<file path="config.mk">
export PLATFORM = sky130hd
export DESIGN_NAME = cond_check_unit
export DESIGN_NICKNAME = d
export VERILOG_FILES = /design/src/rtl/cond_check_unit_pkg.sv /design/src/rtl/cond_check_unit_cond_eval.sv /design/src/rtl/cond_check_unit.sv
export SDC_FILE = /design/constraint.sdc
export NUM_CORES = 1
export LEC_CHECK = 0
export ABC_AREA = 0
export CAP_MARGIN = 5
export CORE_AREA = 4 4 41 43
export DETAILED_ROUTE_END_ITERATION = 10
export DIE_AREA = 0 0 45 47
export PLACE_DENSITY = 0.64
export SLEW_MARGIN = 20
export SYNTH_ARGS = -nofsm -noshare
export SYNTH_HDL_FRONTEND = slang
export SYNTH_SLANG_ARGS = --single-unit
</file>
<file path="constraint.sdc">
create_clock -name clk -period 1.65 [get_ports clk]
set_clock_uncertainty 0.05 [all_clocks]
set_input_delay 0.2475 -clock clk [delete_from_list [all_inputs] [get_ports clk]]
set_output_delay 0.2475 -clock clk [all_outputs]
set_load 0.01 [all_outputs]
</file>
<file path="src/rtl/cond_check_unit_pkg.sv">
// Shared definitions for the condition-check path: ARM condition codes and
// NZCV flag bit positions. Also used by the branch unit through cond_eval.
package cond_check_unit_pkg;

  // Flag bit positions inside the status word
  localparam int FLAG_N = 3;
  localparam int FLAG_Z = 2;
  localparam int FLAG_C = 1;
  localparam int FLAG_V = 0;

  typedef logic [3:0] cond_t;

  // ARM condition field encodings
  localparam cond_t COND_EQ = 4'd0;
  localparam cond_t COND_NE = 4'd1;
  localparam cond_t COND_CS = 4'd2;
  localparam cond_t COND_CC = 4'd3;
  localparam cond_t COND_MI = 4'd4;
  localparam cond_t COND_PL = 4'd5;
  localparam cond_t COND_VS = 4'd6;
  localparam cond_t COND_VC = 4'd7;
  localparam cond_t COND_HI = 4'd8;
  localparam cond_t COND_LS = 4'd9;
  localparam cond_t COND_GE = 4'd10;
  localparam cond_t COND_LT = 4'd11;
  localparam cond_t COND_GT = 4'd12;
  localparam cond_t COND_LE = 4'd13;
  localparam cond_t COND_AL = 4'd14;
  localparam cond_t COND_NV = 4'd15;

endpackage

</file>
<file path="src/rtl/cond_check_unit_cond_eval.sv">
// Combinational 16-way ARM condition evaluator: (cond, NZCV) -> pass.
module cond_eval
  import cond_check_unit_pkg::*;
#(
  parameter int LEN = 4
) (
  input  logic [3:0]     cond_i,
  input  logic [LEN-1:0] status_i,
  output logic           pass_o
);

  logic n, z, c, v;
  assign n = status_i[FLAG_N];
  assign z = status_i[FLAG_Z];
  assign c = status_i[FLAG_C];
  assign v = status_i[FLAG_V];

  // Decode the condition field against the current flags
  always_comb begin
    pass_o = 1'b0;
    unique case (cond_i)
      COND_EQ: pass_o = z;
      COND_NE: pass_o = ~z;
      COND_CS: pass_o = c;
      COND_CC: pass_o = ~c;
      COND_MI: pass_o = n;
      COND_PL: pass_o = ~n;
      COND_VS: pass_o = v;
      COND_VC: pass_o = ~v;
      COND_HI: pass_o = c & ~z;
      COND_LS: pass_o = ~c | z;
      COND_GE: pass_o = (n == v);
      COND_LT: pass_o = (n != v);
      COND_GT: pass_o = ~z & (n == v);
      COND_LE: pass_o = z | (n != v);
      COND_AL: pass_o = 1'b1;
      COND_NV: pass_o = 1'b0;
      default: pass_o = 1'b0;
    endcase
  end

endmodule

</file>
<file path="src/rtl/cond_check_unit.sv">
// Flag consumer: tracks in-flight flag writers, stalls dependent instructions
// in ID, drives the status register load strobe and registers the verdict.
module cond_check_unit
  import cond_check_unit_pkg::*;
#(
  parameter int LEN        = 4,
  parameter int PIPE_DEPTH = 3   // stages from leaving ID to the status write, >= 2
) (
  input  logic           clk,
  input  logic           rst,
  input  logic           flush,
  input  logic           id_valid,
  input  logic [3:0]     id_cond,
  input  logic           id_s,
  input  logic [LEN-1:0] status,
  output logic           stall,
  output logic           flag_load,
  output logic           cond_valid,
  output logic           cond_pass
);

  logic [PIPE_DEPTH-1:0] s_pipe_q, s_pipe_d;
  logic                  valid_q, valid_d;
  logic                  pass_q, pass_d;
  logic                  issue;
  logic                  eval_pass;

  cond_eval #(.LEN(LEN)) u_eval (
    .cond_i   (id_cond),
    .status_i (status),
    .pass_o   (eval_pass)
  );

  // The oldest writer loads on this cycle's negedge, so flags are current
  // by the next posedge and it need not hold ID. AL never depends on flags.
  assign stall = id_valid & (id_cond != COND_AL) & (|s_pipe_q[PIPE_DEPTH-2:0]);
  assign issue = id_valid & ~stall;

  assign flag_load  = s_pipe_q[PIPE_DEPTH-1];
  assign cond_valid = valid_q;
  assign cond_pass  = pass_q;

  // Next-state: flush kills everything younger than EXE but lets the
  // oldest writer advance so its flag write still lands.
  always_comb begin
    s_pipe_d = {s_pipe_q[PIPE_DEPTH-2:0], issue & id_s};
    valid_d  = issue;
    pass_d   = issue & eval_pass;
    if (flush) begin
      s_pipe_d = {s_pipe_q[PIPE_DEPTH-2], {(PIPE_DEPTH-1){1'b0}}};
      valid_d  = 1'b0;
      pass_d   = 1'b0;
    end
  end

  // Writer tracker and ID/EXE verdict registers
  always_ff @(posedge clk or posedge rst) begin
    if (rst) begin
      s_pipe_q <= '0;
      valid_q  <= 1'b0;
      pass_q   <= 1'b0;
    end else begin
      s_pipe_q <= s_pipe_d;
      valid_q  <= valid_d;
      pass_q   <= pass_d;
    end
  end

endmodule

</file>
==> Word-level counts from Yosys, hierarchy flattened <==
Index checks and enable logic that the tools add are counted.
{ "op_classes": {"eq_ne": 18, "reduce_logical": 2, "n_bitwise": 14, "mux": 4} }
{ "ops": {"columns": ["op", "count"], "rows": [
  ["$eq A4 B4 Y1 const B", 8],
  ["$eq A4 B3 Y1 const B", 4],
  ["$pmux W1 S16", 1],
  ["$eq A4 B2 Y1 const B", 2],
  ["$and A1 B1 Y1", 7],
  ["$not A1 Y1", 5],
  ["$eq A4 B1 Y1 const B", 1],
  ["$logic_not A4 Y1", 1],
  ["$ne A4 B4 Y1 const B", 1],
  ["$mux W1", 2],
  ["$mux W2", 1],
  ["$or A1 B1 Y1", 2],
  ["$reduce_or A2 Y1", 1],
  ["$eq A1 B1 Y1", 1],
  ["$ne A1 B1 Y1", 1]
]} }
{ "word_totals": {"output_inout_bits": 4, "word_cells": 41, "regBits": 5} }

==> Logic depth before layout (Yosys ltp) <==
Gate-level depths: netlist (run 1).
{ "logic_depth": {"depth_word": 7, "mapped_depth": 5, "mapped_depth_nobuf": 4} }

==> Cells and area by module <==
Synthesis (run 1) repeated with hierarchy kept, for this count alone.
{ "hier_totals": {"hier_cells": 39, "hier_area_um2": 362.8} }
{ "by_module_without_submodules": {"columns": ["mod", "cells_per_inst", "instances", "seq_area_each_um2", "area_each_um2"], "rows": [
  ["cond_check_unit", 16, 1, 125.1, 207.7],
  ["cond_eval", 23, 1, 0.0, 155.1]
]} }

==> Worst setup path before layout (run 1) <==
No wires, ideal clock.
{ "synth_path": {"path_kind": "register to register", "start": "register s_pipe_q[1]", "end": "register pass_q, in the netlist cond_pass", "path_slack_ps": 449, "arrival_ps": 1071, "path_stages_with_launch": 5, "setup_ps": 80, "t_required_ps": 1520, "period_less_slack_ps": 1201, "cell_sequence": "dfrtp_1 or2_2 a21oi_2 o41ai_1 o22ai_2"} }
{ "synth_between": {"elab_chain_len": 6} }
{ "synth_lines": {"columns": ["item", "line", "text"], "rows": [
  ["start, declared", "cond_check_unit.sv:22", "logic [PIPE_DEPTH-1:0] s_pipe_q, s_pipe_d;"],
  ["start signal, assigned", "cond_check_unit.sv:63", "s_pipe_q <= s_pipe_d;"],
  ["$reduce_or A2 Y1", "cond_check_unit.sv:36", "assign stall = id_valid & (id_cond != COND_AL) & (|s_pipe_q[PIPE_DEPTH-2:0]);"],
  ["$and A1 B1 Y1", "cond_check_unit.sv:36", null],
  ["$not A1 Y1", "cond_check_unit.sv:37", "assign issue = id_valid & ~stall;"],
  ["$and A1 B1 Y1", "cond_check_unit.sv:37", null],
  ["$and A1 B1 Y1", "cond_check_unit.sv:48", "pass_d = issue & eval_pass;"],
  ["$mux W1", "cond_check_unit.sv:49", "if (flush) begin"],
  ["via pass_d", "cond_check_unit.sv:24", "logic pass_q, pass_d;"],
  ["end signal, assigned", "cond_check_unit.sv:65", "pass_q <= pass_d;"],
  ["end, declared", "cond_check_unit.sv:24", null]
]} }
The timed path passes the listed nets, and every way through them passes these cells.

==> Worst setup path in the final report (run 1) <==
{ "layout_path": {"start": "input id_cond[3]", "end": "register pass_q, in the netlist cond_pass"} }
{ "layout_between": {"elab_chain_len": 7, "elab_cells_between_ends": 24} }
{ "layout_lines": {"columns": ["item", "line", "text"], "rows": [
  ["start, declared", "cond_check_unit.sv:13", "input logic [3:0] id_cond,"],
  ["$ne A4 B4 Y1", "cond_check_unit.sv:36", null],
  ["$and A1 B1 Y1 (2 in a row)", "cond_check_unit.sv:36", null],
  ["$not A1 Y1", "cond_check_unit.sv:37", null],
  ["$and A1 B1 Y1", "cond_check_unit.sv:37", null],
  ["$and A1 B1 Y1 (*)", "cond_check_unit.sv:48", null],
  ["$mux W1 (*)", "cond_check_unit.sv:49", null],
  ["via pass_d", "cond_check_unit.sv:24", null]
]} }
The timed path passes the listed nets; every way through them passes the cells marked *.

==> results, run 1 <==
- The flow ran to the end, and the final reports show no timing, DRC or antenna violations.
- The number of violations reported at the end of detailed-routing iteration 0 is 9.
- The post-layout instance area is 638 um2.
- CTS placed an instance of sky130_fd_sc_hd__clkbuf_4 at the clock tree root.
- The die outline width is 45 um.
- The number of max-slew violations in the final report is 0.
- The residual antenna-violating net count after detailed routing is 0.
- For this design, the slowest cell found on the critical path is sky130_fd_sc_hd__clkdlybuf4s50_1.
- The worst slack after detailed placement is -0.274 ns.
- The synthesized area divided by synthesized cell count is 10.0 um2.
- The sum of buffers and inverters on the critical path is 2.
- Setup violations remaining at the end of the flow were counted as 0.
- The worst setup slack after layout is 0.113 ns.
- The die is 47 um tall.
- The net count reported at finish is 80.
- Detailed placement ended at an HPWL of roughly 720 um.
- The total track usage is 0.0972.
- The clock tree from TritonCTS is done.
- The effective utilization at floorplan is 0.300.
- Before antenna repair, the detailed router went through 3 iterations.
- The largest vdd supply drop is 232 uV.
- The number of global-route vias before repair is approximately 390.
- The fraction of layout instances using a drive strength above 1 is 0.258.
- The flop and latch count out of synthesis is 5.
- The number of flops mapped to enable cells by yosys is 0.
- The headroom to the max-slew limit is 0.748.
- Dividing the detail-routed via count by the number of cells gives ~4.8.
- After floorplanning, the core was sized to cover roughly 0.0013 mm2.
- The portion of synthesized cell area occupied by the leading cell type is 0.321.
- The number of hold-slack violations in the final timing report is 0.
- STA puts the critical path data arrival time at 1.65 ns.
- The worst setup path is launched from an input pin.
- The area growth from synthesis to layout is 63.5%.
- The share of the Yosys chip area taken by registers is 0.321.
- In this run the power density over the cells is around 600 mW/mm2.
- Dividing the final minimum period by the clock period gives 0.932.
- The warning count from the yosys run is 0.
- The critical path's top delay family is buffers and inverters.
- STA classifies the critical path endpoint as a flop.
- The count of boundary I/O pins is 17.
- The register clock-pin slew on the reported worst setup and hold paths is 0.04 ns.
- The post-cts hold buffer count is 0.
- Entering global routing, the biggest net connects 10 pins.
- Of all flip-flops after synthesis, the portion carrying an async set or reset was 1.00.
- The largest total area in the synthesized netlist belongs to sky130_fd_sc_hd__dfrtp_1.
- Global routing finished with a remaining overflow of 0.
- Along the worst path, the maximum fanout reaches 6.
- The type of the worst setup path is input pin to flop.
- Data on the critical path is required at its endpoint by 1.76 ns.
- The later-pin clock latency in the skew report is 0.24 ns.
- The mapped netlist covers 390 um2.
- The number of nets in the synthesized netlist is 52.
- The post-layout minimum cycle time is 1.54 ns.
- The worst stage delay on the critical path is about 0.44 ns.
- The number of distinct library cell variants in the gate-level netlist after synthesis is 28.
- Synthesis handed over a netlist of 39 instances.
- After detailed routing, the average wire length per cell comes to 10.9 um.
- Walking the worst path, the cells encountered are clkdlybuf4s50_1 -> buf_4 -> and3b_1 -> a22oi_1 -> mux2_1 -> o22ai_2.
- The first global-routing pass estimated 1460 um of wire.
- The number of antenna diodes in the final layout is 0.
- For this block, the routed nets add up to approximately 900 um of wire.
- The worst-case clock buffer depth is 2.
- The number of DRC violations after detailed routing is 0.
- Counting every sink on the clock net gives 5.
- The initial antenna violation count is 0.
- The sum of internal, switching and leakage power is 0.384 mW.
- The most common cell in the synthesized netlist is sky130_fd_sc_hd__dfrtp_1.
- The commonest register cell after synthesis is sky130_fd_sc_hd__dfrtp_1.
- The top achievable clock speed is 0.651 GHz.
- Setup repair after global routing left no endpoint under its margin.
- The congestion estimate from routability-driven global placement came to approximately 0.75.
- By area the synthesized netlist is led by sky130_fd_sc_hd__dfrtp_1, sky130_fd_sc_hd__xor3_1, sky130_fd_sc_hd__buf_6.
- The number of buffer cells added on primary ports is 16.
- The leakage component of the power is roughly 0.29 nW.
- Summing all placed instances gives a cell area of 614 um2.
- The die area is 0.00212 mm2.
- The initialized floorplan defines 13 standard-cell rows.
- The tightest min-delay check is of the input pin to asynchronous set/reset pin type.
- In this run the number of H-tree levels came out at 1.
- The number of maximum-capacitance violations is 0.
- For this block, the via count after detailed routing is 388.
- Buffers inserted during clock tree synthesis total 3.
- For the pin with the worst max-slew slack, the measured transition is 0.373 ns.
- The final hold slack is between 0.15 and 0.2 ns.
==> layout by cell type, fill, tap and decap left out, types with 2 or more instances in the layout <==
cell	n
sky130_fd_sc_hd__nand4b_1	2
sky130_fd_sc_hd__clkdlybuf4s50_1	14
sky130_fd_sc_hd__nor2b_1	2
sky130_fd_sc_hd__nor2_1	2
sky130_fd_sc_hd__dfrtp_1	5
sky130_fd_sc_hd__buf_4	9
sky130_fd_sc_hd__nand2_1	2
sky130_fd_sc_hd__clkbuf_4	3
sky130_fd_sc_hd__xnor2_1	2
sky130_fd_sc_hd__nor3_1	2
==> per-layer routing <==
metal | vias to the layer above | GRT usage | share of wire
li1 | 196 | - | -
met1 | 176 | 0.100 | 0.43
met2 | 16 | 0.172 | 0.47
met3 | 0 | 0.0345 | 0.099
met4 | 0 | 0.0526 | 0
met5 | - | 0 | 0
==> area by class of cell <==
cell class | instances | area (um2)
repair buffers | 25 | 225
flip-flops and latches | 5 | 125
fillers | 136 | 663
well taps | 15 | 18.8
inverters | 1 | 3.75
multi-input cells | 31 | 239
clock buffers | 4 | 26.3
==> state kept, by name, indices dropped and copies added, names as in the netlist <==
name / count
cond_valid: 1
s_pipe_q: 3
cond_pass: 1
==> final timing paths <==
path	start	to	slack (ns)	depth (start not counted)
worst max register to register	s_pipe_q[1]$_DFF_PP0_	cond_pass$_DFF_PP0_	0.35	4
min in group clk	s_pipe_q[1]$_DFF_PP0_	s_pipe_q[2]$_DFF_PP0_	0.34	0
worst max-delay path	id_cond[3]	cond_pass$_DFF_PP0_	0.11	6
worst min register to register	s_pipe_q[1]$_DFF_PP0_	s_pipe_q[2]$_DFF_PP0_	0.34	0
max in group asynchronous	rst	cond_valid$_DFF_PP0_	1.23	2
worst min-delay path	rst	s_pipe_q[1]$_DFF_PP0_	0.16	2
==> timing repair <==
action / 4_1_cts / 5_1_grt
resized for setup: 2 / 2
setup buffers: 0 / 0
setup endpoints to repair: 1 / 2
==> cell families (layout without fill, tap and decap cells) <==
group	Yosys count	count (layout)	share of synthesized area
simple gates	20	20	0.330
mux	1	1	0.0288
compound gates	7	7	0.147
buf+inv	3	30	0.0673
flops	5	5	0.321
xor+xnor	3	3	0.106
==> power breakdown <==
group	switching, mW	internal, mW	total, mW
clock network	0.0490	0.0913	0.140
registers	0.00164	0.128	0.130
logic	0.0422	0.0719	0.114
==> per-stage QoR <==
stage                util  TNS (ns)  std cells
global route        0.490         0         81
finish              0.490         0         81
global placement    0.472    -0.380         77
CTS                 0.492         0         81
floorplan               -         0         39
detailed placement  0.472    -0.414         77
==> worst register-to-register path: cells and delay by family (launching register included) <==
family,cells,cell delay [ns]
flops,1,0.38
simple gates,1,0.32
compound gates,3,0.48
No activity file was read; power rests on OpenSTA's default activity.
==> inputs of run 2 (changes only) <==
Settings changed: PLACE_DENSITY 0.64 to unset.
==> run 2 against run 1 <==
Fmax down 1.1%. Wire length decreased by 2.9%. Clock power about the same. Sequential power about the same. Register-to-register slack about the same. Cell count stayed put. Critical endpoint unchanged. Highest routed layer unchanged.
==> results, run 2 (synthesis gave the netlist of run 1 again) <==
- The largest vdd supply drop is 234 uV (was 232 uV).
- Run status: finished clean (unchanged).
- The placed instance area was 614 um2 (unchanged).
- The logic gate share of total power was 0.299 (was 0.297).
- The worst stage delay on the critical path came to 0.49 ns (was 0.44 ns).
- Leading cell types in the layout, fill and taps excluded: sky130_fd_sc_hd__clkdlybuf4s50_1, sky130_fd_sc_hd__buf_4, sky130_fd_sc_hd__dfrtp_1 (unchanged).
- The worst-case clock buffer depth is 2 (unchanged).
- The wire length of the first global-routing pass came to 1370 um (was 1460 um).
- The register clock-pin slew on the reported worst setup and hold paths came to 0.04 ns (about the same).
- The slew at the pin closest to its max-slew limit was 0.368 ns (was 0.373 ns).
- The critical path's top delay family is buffers and inverters (unchanged).
- The detailed placer's ending HPWL is 724 um (was 717 um).
- The total of endpoints with negative setup slack in the final report came to 0 (unchanged).
- The type of the worst setup path was input pin to flop (unchanged).
- Worst path cell trace: clkdlybuf4s50_1 -> buf_4 -> and2b_2 -> a221oi_1 -> nor3_1 -> o22ai_2 (was clkdlybuf4s50_1 -> buf_4 -> and3b_1 -> a22oi_1 -> mux2_1 -> o22ai_2).
- The detailed-route via count is 378 (was 388).
- The net count reported at finish is 80 (unchanged).
- Setup repair after global routing missed its margin: no (unchanged).
- The maximum level of the CTS H-tree came to 1 (unchanged).
- The worst setup slack after layout is 0.0956 ns (was 0.113 ns).
- The fraction of layout instances using a drive strength above 1 came to 0.258 (unchanged).
- The pin count of the biggest net entering global routing is 10 (unchanged).
- The post-layout minimum cycle time is 1.55 ns (was 1.54 ns).
- The core box area is 0.00130 mm2 (unchanged).
- The detail-routed net length per standard cell is 10.6 um (was 10.9 um).
- The number of buffer cells added on primary ports is 16 (unchanged).
- The register bank with the most flops is s_pipe_q (unchanged).
- The final wirelength is 859 um (was 885 um).
- The post-cts hold buffer count is 0 (unchanged).
- The power share of the clock group came to 0.362 (was 0.365).
- The worst-path cell with the longest stage delay is sky130_fd_sc_hd__clkdlybuf4s50_1 (unchanged).
- The later-pin clock latency in the skew report was 0.24 ns (about the same).
- The top achievable clock speed is 0.643 GHz (was 0.651 GHz).
- The headroom to the max-slew limit was 0.752 (was 0.748).
- The number of global-route vias before repair came to 375 (was 385).
- The kind of end point of the critical path is a flop (unchanged).
- The initial antenna violation count is 0 (unchanged).
- The worst min-delay path class is input pin to asynchronous set/reset pin (unchanged).
- The largest fanout on the critical path is 9 (was 6).
- The residual antenna-violating net count after detailed routing is 0 (unchanged).
- The die area is 0.00212 mm2 (unchanged).
- The flip-flop count of the largest register, all copies and words added is 3 (unchanged).
- The internal power summed over all cells was 0.292 mW (about the same).
- The commonest non-fill, non-tap cell in the layout is sky130_fd_sc_hd__clkdlybuf4s50_1 (unchanged).
- The die outline width is 45 um (unchanged).
- The post-layout instance area was 636 um2 (was 638 um2).
- The post-route setup TNS came to 0 ns (unchanged).
- The number of violations reported at the end of detailed-routing iteration 0 came to 1 (was 9).
- The number of placement rows is 13 (unchanged).
- The sum of buffers and inverters on the critical path is 2 (unchanged).
- The number of DRC violations after detailed routing is 0 (unchanged).
- The switching power is 0.0916 mW (was 0.0928 mW).
- The count of boundary I/O pins came to 17 (unchanged).
- The count of clock tree sinks is 5 (unchanged).
- The clock tree from TritonCTS is done (unchanged).
- The clock tree root buffer cell is sky130_fd_sc_hd__clkbuf_4 (unchanged).
- The arrival time of data at the critical path endpoint is 1.66 ns (was 1.65 ns).
- The number of antenna repair diodes is 0 (unchanged).
- The number of hold-slack violations in the final timing report is 0 (unchanged).
- The effective utilization at floorplan is 0.300 (unchanged).
- The sequential power share was 0.338 (about the same).
- The share of the clock period used by the worst path is 0.942 (was 0.932).
- The sort of element at the start of the critical path is an input pin (unchanged).
- The leakage component of the power is 0.283 nW (was 0.291 nW).
- The total power per unit cell area came to 604 mW/mm2 (was 602 mW/mm2).
- The die outline height is 47 um (unchanged).
- The switching portion of total power is 0.238 (was 0.241).
- The number of vias per cell is 4.67 (was 4.79).
- The total track usage is 0.0939 (was 0.0972).
- The global placement routability congestion is 0.735 (was 0.751).
- The worst slack after detailed placement is -0.230 ns (was -0.274 ns).
- The buffers inserted during post-CTS setup optimization is 0 (unchanged).
- The layout-stage area growth over the synthesis result came to 62.8% (was 63.5%).
- The fraction of the core area covered by cells at the end of the flow came to 0.488 (was 0.490).
- The data required time of the worst path is 1.76 ns (about the same).
- The number of maximum-capacitance violations is 0 (unchanged).
- The number of max-slew violations in the final report is 0 (unchanged).
- The remaining global-route overflow was 0 (unchanged).
- The number of detailed-route iterations in the first pass was 3 (unchanged).
- The total CTS buffers is 3 (unchanged).
## run 2: power by group through the flow
stage	logic [mW]	registers, mW	clock network [mW]
global placement	0.116	0.132	0
detailed placement	0.117	0.132	0
finish	0.115	0.130	0.139
global route	0.126	0.130	0.147
CTS	0.117	0.130	0.147
floorplan	0.0511	0.134	0
## run 2: through the flow
step / cells / power [mW] / hold WS (ns)
finish: 81 / 0.384 / 0.153
global route: 81 / 0.403 / 0.186
CTS: 81 / 0.394 / 0.148
detailed placement: 77 / 0.249 / 0.314
global placement: 77 / 0.247 / 0.307
floorplan: 39 / 0.185 / -0.0240
## run 2: repair_timing
action / CTS / global route
setup endpoints to repair: 1 / 1
resized for setup: 2 / 1
pin swaps: 1 / 2
## run 2: worst paths after layout
check | slack, ns | from | cells past startpoint | endpoint
worst max-delay path | 0.1 | id_cond[1] | 6 | cond_pass$_DFF_PP0_
worst min-delay path | 0.15 | rst | 2 | s_pipe_q[2]$_DFF_PP0_
worst max register to register | 0.36 | s_pipe_q[1]$_DFF_PP0_ | 4 | cond_pass$_DFF_PP0_
worst min register to register | 0.32 | s_pipe_q[1]$_DFF_PP0_ | 0 | s_pipe_q[2]$_DFF_PP0_
max in group asynchronous | 1.23 | rst | 2 | s_pipe_q[0]$_DFF_PP0_
min in group clk | 0.32 | s_pipe_q[1]$_DFF_PP0_ | 0 | s_pipe_q[2]$_DFF_PP0_
## run 2: layout make-up
class	count	area, um2
tap	15	18.8
multi-input combinational	31	239
timing repair buffer	25	223
inverter	1	3.75
fill	143	666
sequential	5	125
clock buffer	4	26.3
## run 2: routing by layer
metal  global-route usage  up-vias  share of wire
met5                    0        -              0
met4               0.0702        0              0
met3               0.0230        0           0.11
met2                0.169       15           0.49
met1               0.0930      166           0.40
li1                     -      197              -
==> inputs of run 3 (changes only) <==
Settings changed: SKIP_CTS_REPAIR_TIMING set to 1, SLEW_MARGIN 20 to unset.
==> run 3 against run 2 <==
Sequential share of layout area down 0.23 points. Sequential power hardly changed. Highest routed layer unchanged. Via count decreased by 0.53%. First-iteration DRC count unchanged. Worst hold slack did not move. Non-clock buffer count is the same. Largest power group unchanged. Die area is the same. Design area up 1.2%. Wire length increased by 0.23%. Clock power about the same.
==> results, run 3 (synthesis gave the netlist of run 1 again) <==
- The detailed-route via count is 376 (was 378).
- The total of endpoints with negative setup slack in the final report is 0 (unchanged).
- The flip-flop count of the largest register, all copies and words added is 3 (unchanged).
- Leading cell types in the layout, fill and taps excluded: sky130_fd_sc_hd__clkdlybuf4s50_1, sky130_fd_sc_hd__buf_4, sky130_fd_sc_hd__dfrtp_1 (unchanged).
- The wire length of the first global-routing pass is 1370 um (unchanged).
- The detailed placer's ending HPWL came to 724 um (unchanged).
- The count of cells along the worst register-to-register path is 4 (unchanged).
- The layout-stage area growth over the synthesis result was 64.7% (was 62.8%).
- The number of violations reported at the end of detailed-routing iteration 0 is 1 (unchanged).
- The count of boundary I/O pins is 17 (unchanged).
- The register clock-pin slew on the reported worst setup and hold paths came to 0.04 ns (about the same).
- The number of global-route vias before repair is 375 (unchanged).
- The number of vias per cell came to 4.64 (was 4.67).
- The number of hold-slack violations in the final timing report was 0 (unchanged).
- The arrival time of data at the critical path endpoint is 1.26 ns (was 1.66 ns).
- The post-layout minimum cycle time is 1.55 ns (about the same).
- The worst min-delay path class is input pin to asynchronous set/reset pin (unchanged).
- Setup repair after global routing missed its margin: no (unchanged).
- The clock tree root buffer cell is sky130_fd_sc_hd__clkbuf_4 (unchanged).
- The non-filler instance count after layout came to 81 (unchanged).
- The number of detailed-route iterations in the first pass came to 3 (unchanged).
- The worst reg2reg path startpoint is s_pipe_q[1]$_DFF_PP0_ (unchanged).
- The routed metal-1 wire length came to 348 um (was 344 um).
- The register bank with the most flops is s_pipe_q (unchanged).
- The share of the clock period used by the worst path is 0.942 (about the same).
- The pin count of the biggest net entering global routing is 10 (unchanged).
- The sort of element at the start of the critical path is a flop (was input pin).
- The commonest non-fill, non-tap cell in the layout is sky130_fd_sc_hd__clkdlybuf4s50_1 (unchanged).
- The worst-case clock buffer depth is 2 (unchanged).
- The residual antenna-violating net count after detailed routing was 0 (unchanged).
- The kind of end point of the critical path is an output port (was flop).
- The fraction of layout instances using a drive strength above 1 is 0.242 (was 0.258).
- The die outline width came to 45 um (unchanged).
- The largest vdd supply drop is 234 uV (about the same).
- The top achievable clock speed is 0.644 GHz (was 0.643 GHz).
- The amount of wire on met2 after detailed routing is 417 um (was 419 um).
- The type of the worst setup path is flop to output port (was input pin to flop).
- The net count reported at finish is 80 (unchanged).
- The global placement routability congestion was 0.735 (unchanged).
- The number of maximum-capacitance violations came to 0 (unchanged).
- The total track usage is 0.0939 (unchanged).
- The largest fanout on the critical path is 2 (was 9).
- The leakage component of the power is 0.299 nW (was 0.283 nW).
- The core box area is 0.00130 mm2 (unchanged).
- The startpoint of the worst setup timing path is s_pipe_q[1]$_DFF_PP0_ (was id_cond[1]).
- The final hold slack was 0.153 ns (unchanged).
- The number of placement rows is 13 (unchanged).
- The total power per unit cell area was 598 mW/mm2 (was 604 mW/mm2).
- The number of antenna repair diodes is 0 (unchanged).
- The number of buffer cells added on primary ports came to 16 (unchanged).
- Run status: finished clean (unchanged).
- The initial antenna violation count came to 0 (unchanged).
- The count of clock tree sinks was 5 (unchanged).
- The detail-routed net length per standard cell is 10.6 um (about the same).
- The clock tree from TritonCTS is done (unchanged).
- The die outline height was 47 um (unchanged).
- The slew at the pin closest to its max-slew limit is 0.368 ns (unchanged).
- The number of max-slew violations in the final report is 0 (unchanged).
- The number of DRC violations after detailed routing was 0 (unchanged).
- The topmost layer with routed signal wires is met3 (unchanged).
- The die area is 0.00212 mm2 (unchanged).
- The maximum level of the CTS H-tree is 1 (unchanged).
- The total CTS buffers is 3 (unchanged).
- The routed length on met3 came to 95 um (unchanged).
- The remaining global-route overflow is 0 (unchanged).
- The headroom to the max-slew limit is 0.752 (unchanged).
- The cell count after placement is 77 (unchanged).
- The final wirelength was 861 um (was 859 um).
- The data required time of the worst path was 1.35 ns (was 1.76 ns).
- The later-pin clock latency in the skew report came to 0.24 ns (about the same).
- The effective utilization at floorplan was 0.300 (unchanged).
[run 3: through the flow]
| stage | util | TNS [ns] | power (mW) | area (um2) | setup WS (ns) |
|---|---|---|---|---|---|
| 4_1_cts | 0.492 | -0.230 | 0.394 | 641 | -0.230 |
| 2_1_floorplan | - | 0 | 0.185 | 390 | 0.449 |
| 3_5_place_dp | 0.472 | -0.391 | 0.249 | 614 | -0.230 |
| 3_3_place_gp | 0.472 | -0.375 | 0.247 | 614 | -0.223 |
| 6_report | 0.494 | 0 | 0.385 | 643 | 0.0965 |
| 5_1_grt | 0.494 | 0 | 0.404 | 643 | 0.00876 |
[run 3: cell type report]
class,count,area [um2]
Sequential cell,5,125
Timing Repair Buffer,25,230
Tap cell,15,18.8
Inverter,1,3.75
Clock buffer,4,26.3
Multi-Input combinational cell,31,239
Fill cell,143,658
[run 3: worst paths after layout]
kind                       slack (ns)               endpoint
setup / recovery                  0.1                  stall
hold / removal                   0.15  s_pipe_q[2]$_DFF_PP0_
setup reg to reg                 0.36    cond_pass$_DFF_PP0_
hold reg to reg                  0.32  s_pipe_q[2]$_DFF_PP0_
max in group asynchronous        1.23  s_pipe_q[0]$_DFF_PP0_
min in group clk                 0.32  s_pipe_q[2]$_DFF_PP0_
[run 3: metal layers]
| layer | GRT usage | vias up |
|---|---|---|
| met5 | 0 | - |
| met2 | 0.169 | 15 |
| met4 | 0.0702 | 0 |
| met1 | 0.0930 | 164 |
| li1 | - | 197 |
| met3 | 0.0230 | 0 |
[run 3: critical path, cell delays in order, from the launching register on]
cell and delay (ns):
sky130_fd_sc_hd__dfrtp_1 0.37, sky130_fd_sc_hd__or2_2 0.31, sky130_fd_sc_hd__and3_1 0.18, sky130_fd_sc_hd__dlymetal6s2s_1 0.16
[run 3: where the power goes]
group	leakage [nW]	internal (mW)	switching, mW	total (mW)
combinational	0.217	0.0734	0.0422	0.116
clock	0.0150	0.0913	0.0478	0.139
sequential	0.0676	0.128	0.00155	0.130
total	0.299	0.293	0.0916	0.385
==> RTL change (settings of run 3) <==
Reset style: synchronous (`rst`), changed in one clocked block.
--- a/src/rtl/cond_check_unit.sv
+++ b/src/rtl/cond_check_unit.sv
@@ -56,3 +56,3 @@
   // Writer tracker and ID/EXE verdict registers
-  always_ff @(posedge clk or posedge rst) begin
+  always_ff @(posedge clk) begin
     if (rst) begin
Check against the original RTL: differs if rst is asserted again (counterexample within 4 cycles, from zero or initial values and one cycle with rst high); with rst held inactive, the same outputs for 10 cycles.
==> RTL change against run 3 <==
  * Wire length decreased by 4.2%
  * First-iteration DRC count increased to 11 times the old value
  * Critical path depth increased by 2
  * Sequential cell count unchanged
  * Total power decreased by 4.8%
  * Area after synthesis decreased by 7.4%
  * Worst setup slack got worse by 0.054 ns
  * Final area decreased by 5.4%
  * Critical path type is now in2out
==> RTL change: results (changes against run 3) <==
- outcome: complete, no violations
- vias in the first global route: 346, -7.7%
- data arrival at the endpoint of the critical path: 1.31 ns, +0.05 ns
- sequential element share of the synthesized area: 27.68%, -4.4 points
- filler cell count: 145, +1.4%
- first-pass GRT wire length: 1.242 mm, -9.1%
- multi-input combinational cell count: 35, +13%
- global router's overall resource usage: 8.531%, -0.86 points
- static leakage power: 0.0002511 µW, -16%
- worst r2r path cells: 6, +2
- Vias/cell: 4.829, +4.0%
- number of nets produced by synthesis: 56, +7.7%
- Slowest-stage cell, CP: sky130_fd_sc_hd__clkdlybuf4s50_1
- family of cells with the greatest summed delay on the critical path: buffers and inverters
- average wire length per cell after detail routing: 10.06 µm, -5.3%
- buffers outside the clock class: 23, -8.0%
- largest net degree at the start of global routing: 9, -1
- Port Buffer Count: 16, unchanged
- hold crit path type: reg2reg
- launching instance or port of the critical path: id_cond[2]
- setup slack of the most critical reg-to-reg path: 0.43 ns, +0.07 ns
- Critical R2R Capture: cond_pass$_SDFF_PP0_
- layout net count: 81, +1.3%
- number of stages on the worst hold path: 1
- reported combinational group power: 101 µW, -13%
- Async SR Flop Fraction: 0%, -100 points
- sequential fraction of design power: 34.1%, +0.3 points
- weighted congestion at the end of routability-driven global placement: 0.8019, +9.1%
- switching share of total power: 24.35%, +0.54 points
- most frequently used flop master after synthesis: sky130_fd_sc_hd__dfxtp_1
- worst slew margin relative to its limit: 78.93%, +3.8 points
- compound-gate portion of the synthesized area: 16.26%, +1.5 points
- First DRT Iteration DRCs: 11, +10
- synth unique cells: 27, -3.6%
- detailed-routing iteration count for the pre-antenna-repair pass: 4, +1
- share of final-layout standard cells stronger than drive strength 1: 22.39%, -1.9 points
-- RTL change: changes by cell type in the layout (fill, tap and decap cells not counted), moves of 2 or more --
cell and change:
sky130_fd_sc_hd__buf_4 -2, sky130_fd_sc_hd__dfrtp_1 -5, sky130_fd_sc_hd__nand4b_1 -2, sky130_fd_sc_hd__nand3_1 +2, sky130_fd_sc_hd__xnor2_1 -2, sky130_fd_sc_hd__dfxtp_1 +5, sky130_fd_sc_hd__nand2_1 +5, sky130_fd_sc_hd__a21oi_1 +2
-- RTL change: routing by layer --
metal | GRT usage (%) | part of all wire, %
met2 | 13.56 | 45
met5 | 0 | 0
met1 | 8.409 | 39
met3 | 4.215 | 15
met4 | 7.018 | 0.24
-- RTL change: metrics by stage --
step                      power, µW  setup slack (ns)  instance area, µm²  instances
final                         366.4           0.04296               608.1         82
after global routing          391.1          -0.02319               608.1         82
after CTS                     373.8           -0.3401               598.1         82
after detailed placement      225.3           -0.3433               571.8         78
after global placement        225.6           -0.3370               571.8         78
after floorplan               171.2            0.3786               361.6         43
